[config.mk]
export PLATFORM = sky130hd
export DESIGN_NAME = regfile_sb
export DESIGN_NICKNAME = d
export VERILOG_FILES = /design/src/rtl/regfile_sb.sv
export SDC_FILE = /design/constraint.sdc
export NUM_CORES = 2
export LEC_CHECK = 0
export CAP_MARGIN = 20
export CORE_AREA = 2 2 290 436
export CTS_CLUSTER_SIZE = 20
export DETAILED_ROUTE_END_ITERATION = 16
export DIE_AREA = 0 0 292 438
export HOLD_SLACK_MARGIN = 0.12
export PLACE_DENSITY_LB_ADDON = 0.1
export SLEW_MARGIN = 20
export SYNTH_ARGS = -nofsm -noshare
export SYNTH_HDL_FRONTEND = slang
export SYNTH_SLANG_ARGS = --single-unit
[constraint.sdc]
create_clock -name clk -period 7 [get_ports clk]
set_clock_uncertainty 0.05 [all_clocks]
set_input_delay 0.7 -clock clk [delete_from_list [all_inputs] [get_ports clk]]
set_output_delay 0.7 -clock clk [all_outputs]
set_load 0.01 [all_outputs]
[src/rtl/regfile_sb.sv]
// regfile_sb: integer register file with combinational read ports, one write
// port, optional write-to-read forwarding, a per-register busy scoreboard and
// a post-reset engine that clears every register before the block goes live.
//
// state | meaning
// CLEAR | sweeping clr_idx over all registers, writing 0; ports gated off
// READY | normal operation; init_done=1
module regfile_sb #(
  parameter int XLEN   = 32,
  parameter int NREGS  = 32,
  parameter int NREAD  = 3,
  parameter int BYPASS = 1,
  localparam int IDXW  = $clog2(NREGS)
) (
  input  logic                    clk,
  input  logic                    rst,
  input  logic [NREAD*IDXW-1:0]   rs_idx,
  output logic [NREAD*XLEN-1:0]   rs_data,
  output logic [NREAD-1:0]        rs_busy,
  input  logic                    write_en,
  input  logic [IDXW-1:0]         write_rd,
  input  logic [XLEN-1:0]         data_in,
  input  logic                    reserve_en,
  input  logic [IDXW-1:0]         reserve_rd,
  input  logic [IDXW-1:0]         dbg_sel,
  output logic [XLEN-1:0]         dbg_data,
  output logic                    init_done
);

  typedef enum logic {CLEAR = 1'b0, READY = 1'b1} state_t;

  state_t            state, state_nxt;
  logic [IDXW-1:0]   clr_idx;
  logic [XLEN-1:0]   regs [NREGS];
  logic [NREGS-1:0]  busy;
  logic [IDXW-1:0]   rd_idx;

  // State register; reset always restarts the clear sweep.
  always_ff @(posedge clk) begin
    if (rst) state <= CLEAR;
    else     state <= state_nxt;
  end

  // Leave CLEAR once the last register has been written.
  always_comb begin
    state_nxt = state;
    if (state == CLEAR && clr_idx == IDXW'(NREGS - 1)) state_nxt = READY;
  end

  // Clear pointer advances one register per cycle while sweeping.
  always_ff @(posedge clk) begin
    if (rst)                 clr_idx <= '0;
    else if (state == CLEAR) clr_idx <= clr_idx + IDXW'(1);
  end

  // Storage: no reset on the array itself, the sweep zeroes it. x0 never written.
  always_ff @(posedge clk) begin
    if (!rst) begin
      if (state == CLEAR)
        regs[clr_idx] <= '0;
      else if (write_en && write_rd != '0)
        regs[write_rd] <= data_in;
    end
  end

  // Scoreboard: a write releases, a reserve sets; reserve is applied last so a
  // producer issued in the same cycle as the old result's writeback wins.
  always_ff @(posedge clk) begin
    if (rst) begin
      busy <= '0;
    end else if (state == READY) begin
      if (write_en)
        busy[write_rd] <= 1'b0;
      if (reserve_en && reserve_rd != '0)
        busy[reserve_rd] <= 1'b1;
    end
  end

  assign init_done = (state == READY);

  // Read ports: x0 hardwired to zero/not busy, optional same-cycle forwarding.
  always_comb begin
    rs_data = '0;
    rs_busy = '0;
    rd_idx  = '0;
    for (int k = 0; k < NREAD; k++) begin
      rd_idx = rs_idx[k*IDXW +: IDXW];
      if (state == READY && rd_idx != '0) begin
        if (BYPASS != 0 && write_en && write_rd == rd_idx) begin
          rs_data[k*XLEN +: XLEN] = data_in;
          rs_busy[k]              = 1'b0;
        end else begin
          rs_data[k*XLEN +: XLEN] = regs[rd_idx];
          rs_busy[k]              = busy[rd_idx];
        end
      end
    end
  end

  // Debug port shows committed contents only, never forwarded data.
  always_comb begin
    dbg_data = '0;
    if (state == READY && dbg_sel != '0) dbg_data = regs[dbg_sel];
  end

endmodule

# After elaboration in Yosys (flattened, before gate mapping)
# Memory sizes are Yosys's and may differ from the RTL's.
# Cells that the tools add are included.
[totals]
regBits = 38
latchBits = 0
ram_bits = 1024
mem_bits_ro = 0
out_inout_bits = 132
wordCells = 76
n_memories = 1
[memory_table]
columns = ["memory", "depth", "word_bits", "rd", "rd_ports_with_merged_regs", "write_ports", "line", "source"]
rows = [
  ["regs", 32, 32, 4, 0, 1, "34", "logic [XLEN-1:0] regs [NREGS];"],
]
[classes]
add_sub_neg = 1
n_mul = 0
n_div = 0
order_cmp = 7
n_eq_ne = 4
shifts = 0
muxes = 37
n_bitwise = 4
n_reduce_logical = 19
[op_table]
columns = ["operator", "count"]
rows = [
  ["$mux W32", 12],
  ["$and A32 B32 Y32", 1],
  ["$not A32 Y32", 1],
  ["$or A32 B32 Y32", 1],
  ["$reduce_or A32 Y1", 1],
  ["$lt A5 B6 Y1 const B", 5],
  ["$reduce_bool A5 Y1", 6],
  ["$mux W1", 19],
  ["$bmux W1 S5", 3],
  ["$eq A5 B5 Y1", 3],
  ["$logic_and A1 B1 Y1", 12],
  ["$demux W1 S5", 2],
  ["$ge A5 B1 Y1 const B", 2],
  ["$add A5 B1 Y5 const B", 1],
  ["$eq A5 B5 Y1 const B", 1],
  ["$mux W5", 1],
  ["$not A1 Y1", 1],
]

# Longest topological paths before layout
[logic_depth]
word_depth = 11
mapped_depth = 10

# Least setup slack after synthesis
# OpenSTA, ideal clock, no wires.
[synth_timing]
path_type = "in2reg"
from = "in write_rd[0]"
to = "mem regs[25][0], enable pin"
arrival_ns = 3.596
slack_ns = 2.933
cell_stages = 6
path_buffers = 2
path_cell_list = "clkbuf_1 > nor2_1 > a211oi_1 > clkbuf_1 > mux2_2 > nor2_1"
[synth_between]
elab_chain_cells = 8
elab_cells_between_ends = 9
[synth_lines]
columns = ["element", "line", "source"]
rows = [
  ["start, declared", "21", "input logic [IDXW-1:0] write_rd,"],
  ["$reduce_bool A5 Y1", "61", "else if (write_en && write_rd != '0)"],
  ["$logic_and A1 B1 Y1", "61", ""],
  ["$mux W1", "61", ""],
  ["$mux W1", "59", "if (state == CLEAR)"],
  ["$mux W1", "58", "if (!rst) begin"],
  ["$mux W1 (implied by the code)", "62", "regs[write_rd] <= data_in;"],
  ["$reduce_or A32 Y1 (no source line)", "-", ""],
  ["$mux W5 (no source line) / $mux W1 (equally long branches)", "-", ""],
  ["end, declared", "34", ""],
]
# Parallel ways exist; a longest one is shown, timed or not.

# Worst setup path in the final report
[layout_timing]
from = "in dbg_sel[1]"
to = "out dbg_data[18]"
[layout_between]
elab_chain_cells = 3
elab_cells_between_ends = 4
[layout_lines]
columns = ["element", "line", "source"]
rows = [
  ["start, declared", "25", "input logic [IDXW-1:0] dbg_sel,"],
  ["parallel branches: the longest is 2 deep, another holds $mem_v2 Z32 W32", "-", ""],
  ["$mux W32 *", "103", "if (state == READY && dbg_sel != '0) dbg_data = regs[dbg_sel];"],
  ["end, declared", "26", "output logic [XLEN-1:0] dbg_data,"],
]
# Mark *: on every way between the ends.

==> results_dict.tcl <==
set metrics [dict create \
    status "finished clean" \
    ys_ff_latch 1062 \
    antenna_left 0 \
    cts.clk_slew.worst_paths_ns 0.06 \
    tightest_slew_ns 1.29 \
    ir_drop_uv 209 \
    power_w 0.0148 \
    place_ws_ns 1.97 \
    rsz0062_at_grt "false" \
    ys.warnings.count 0 \
    drt-met1-wl_um 87800 \
    cts_setup_buffers 0 \
    slew_violations 0 \
    min_period_ns 5.13 \
    grt.total_usage_pct 41.0 \
    syn-cell-area_um2 67900 \
    ys_types 60 \
    place_hpwl_um 152000 \
    highest_layer "met5" \
    wirelength_um 264000 \
    report.final.hold_viol_count 0 \
    die_y_um 438 \
    vias 51300 \
    initial_core_util_pct 54.6 \
    crit_path_end_kind "output port" \
    io_buffer_count 197 \
    crit_chain "clkbuf_8, or2_4, o311ai_4, buf_4, o31ai_1, clkdlybuf4s50_1" \
    grt_pass1_vias 50300 \
    crit_family "buffers and inverters" \
    crit_required_ns 6.25 \
    postCtsHoldBufs 0 \
    die_w_um 292 \
    fill_cells 9422 \
    synth.area.top_cells "edfxtp_1, mux4_2, mux2i_1, o221ai_1, nand2_1" \
    place.gp.congestion 0.886 \
    regArea_um2 31500 \
    drc_errors 0 \
    startpoint_type "input port" \
    ys_async_sr_fraction_pct 0 \
    met3WireLength_um 32200 \
    grt_pass1_wl_um 370000 \
    drive_above_1_share_pct 26.7 \
    drt_first_pass_iters 7 \
    tritoncts "yes" \
    slew_headroom_pct 13.1 \
    multi_input_area_um2 34600 \
    area_growth_pct 10.7 \
    slowest_delay_ns 1.18 \
    ios 198 \
    wl_per_cell_um 42.2 \
    finalNetCount 4607 \
    avgSynthCellArea_um2 14.9 \
    ys.flop_type "edfxtp_1" \
    worstSetupPathType "input port to output port" \
    setup_ws_ns 1.87 \
    worstPathArrival_ns 4.38 \
    coreArea_um2 124000 \
    cts.sinks 1062 \
    postCtsResizedCells 0 \
    post_drt_via_cell_ratio 8.22 \
    fin_crit_sh_pct 73.2 \
    min_path_type "flip-flop to flip-flop" \
    yosysSeqAreaShare_pct 46.4 \
    synth_area_leader_cell "edfxtp_1" \
    grt_overflow_total 0 \
    p_leak_nw 23.7 \
    hold_ws_ns 0.457 \
    wl_met2_um 123000 \
    antenna_found_initial 6 \
    slowest_stage "o31ai_1" \
    h-tree-depth 3 \
    synth-edff-count 1024 \
    cts_buffer_depth 3 \
    syn_inst 4551 \
    syn_nets 4619 \
    grt_max_degree 98 \
    fin_tns_setup_ns 0 \
    timing.fmax_mhz 195 \
    worstPathMaxFanout 42 \
    row_count 159 \
    synth_top_area_share_pct 45.3 \
    clock_latency_ns 0.75 \
    finalSetupViolations 0 \
    drtIter0Drc 7669 \
    numCtsBuffers 107 \
    cap_violations 0 \
    root_buffer "clkbuf_16" \
    dieArea_um2 128000 \
    cellPowerDensity_nw_per_um2 196 \
    cp_num_buf_inv 3 \
]
per-stage QoR:
stage                     std cells  instance area, µm²  utilization [%]
after global routing           6238               75100             60.4
after CTS                      6235               75100             60.4
after floorplan                4551               67900                -
after global placement         6036               71500             57.5
after detailed placement       6038               71600             57.6
final                          6245               75200             60.5
cell type report:
| class | count | area share (%) |
|---|---|---|
| well taps | 1610 | 2.68 |
| clock buffers | 122 | 3.71 |
| repair buffers | 345 | 4.57 |
| inverters | 8 | 0.0466 |
| multi-input cells | 3015 | 46.1 |
| clock inverters | 75 | 0.959 |
| flip-flops and latches | 1062 | 41.9 |
| diodes | 8 | 0.0266 |
cells by family (layout without fill, tap and decap cells):
group           Yosys count  after routing  synth area share [%]
buf+inv                 474            550                  3.17
flops                  1062           1062                  46.4
simple gates            570            570                  3.93
xor+xnor                 18             18                 0.232
compound gates          953            953                  9.78
mux                    1472           1472                  36.4
fa+ha+maj                 2              2                0.0368
other cells               0              8                     0
worst register-to-register path: stages (launching register included):
cell and delay [ns]:
dfxtp_1 0.31, buf_4 0.30, nand2_1 0.20, a211oi_4 0.40, buf_4 0.59, a31oi_2 0.39, nor2_4 0.94, buf_4 0.51
path summary, 6_finish.rpt:
| kind | to | slack [ns] | from | cells after the start |
|---|---|---|---|---|
| setup / recovery | dbg_data[18] | 1.87 | dbg_sel[1] | 6 |
| hold / removal | busy[6] | 0.46 | busy[6] | 2 |
| setup reg to reg | regs[7][26] | 2.96 | init_done | 7 |
| hold reg to reg | busy[6] | 0.46 | busy[6] | 2 |
cell usage in the layout (no fill, tap or decap), types with 31 or more instances in the layout:
cell type	n
nand2_1	289
a221o_1	49
o22ai_1	117
nor2_4	35
nand3_1	40
o31ai_1	32
o221ai_1	128
mux2_2	34
or3_1	33
o21ai_0	131
mux2i_1	641
a211o_1	31
a32o_1	37
a22oi_1	67
edfxtp_1	1024
a21oi_1	191
clkbuf_16	109
nor2b_1	44
buf_4	130
clkdlybuf4s50_1	179
a221oi_1	50
dfxtp_1	38
mux4_2	797
o211ai_1	61
a31oi_1	31
synth_stat cells (34+ instances only):
library cell	count
edfxtp_1	1024
mux4_2	797
mux2i_1	641
nand2_1	291
clkbuf_1	220
a21oi_1	194
buf_2	161
o21ai_0	131
o221ai_1	128
o22ai_1	117
a22oi_1	67
o211ai_1	61
nor2_1	60
buf_1	58
a221oi_1	50
a221o_1	49
nor2b_1	47
nand3_1	41
and2_1	39
dfxtp_1	38
a32o_1	37
a31oi_1	34
mux2_2	34
metal layers:
layer	track usage (%)	up-vias
li1	-	19500
met1	51.7	26400
met2	64.8	4398
met3	8.57	1036
met4	26.9	12
met5	0	-
state kept, by name, indices dropped and copies added (netlist names):
register and flops:
busy 32, clr_idx 5, init_done 1, regs 1024
report_power, final:
group	internal (W)	switching [W]	total (W)
clock	0.00330	0.00265	0.00596
sequential	0.00691	0.0000387	0.00695
combinational	0.000742	0.00111	0.00185
(Power assumes the default switching activity.)
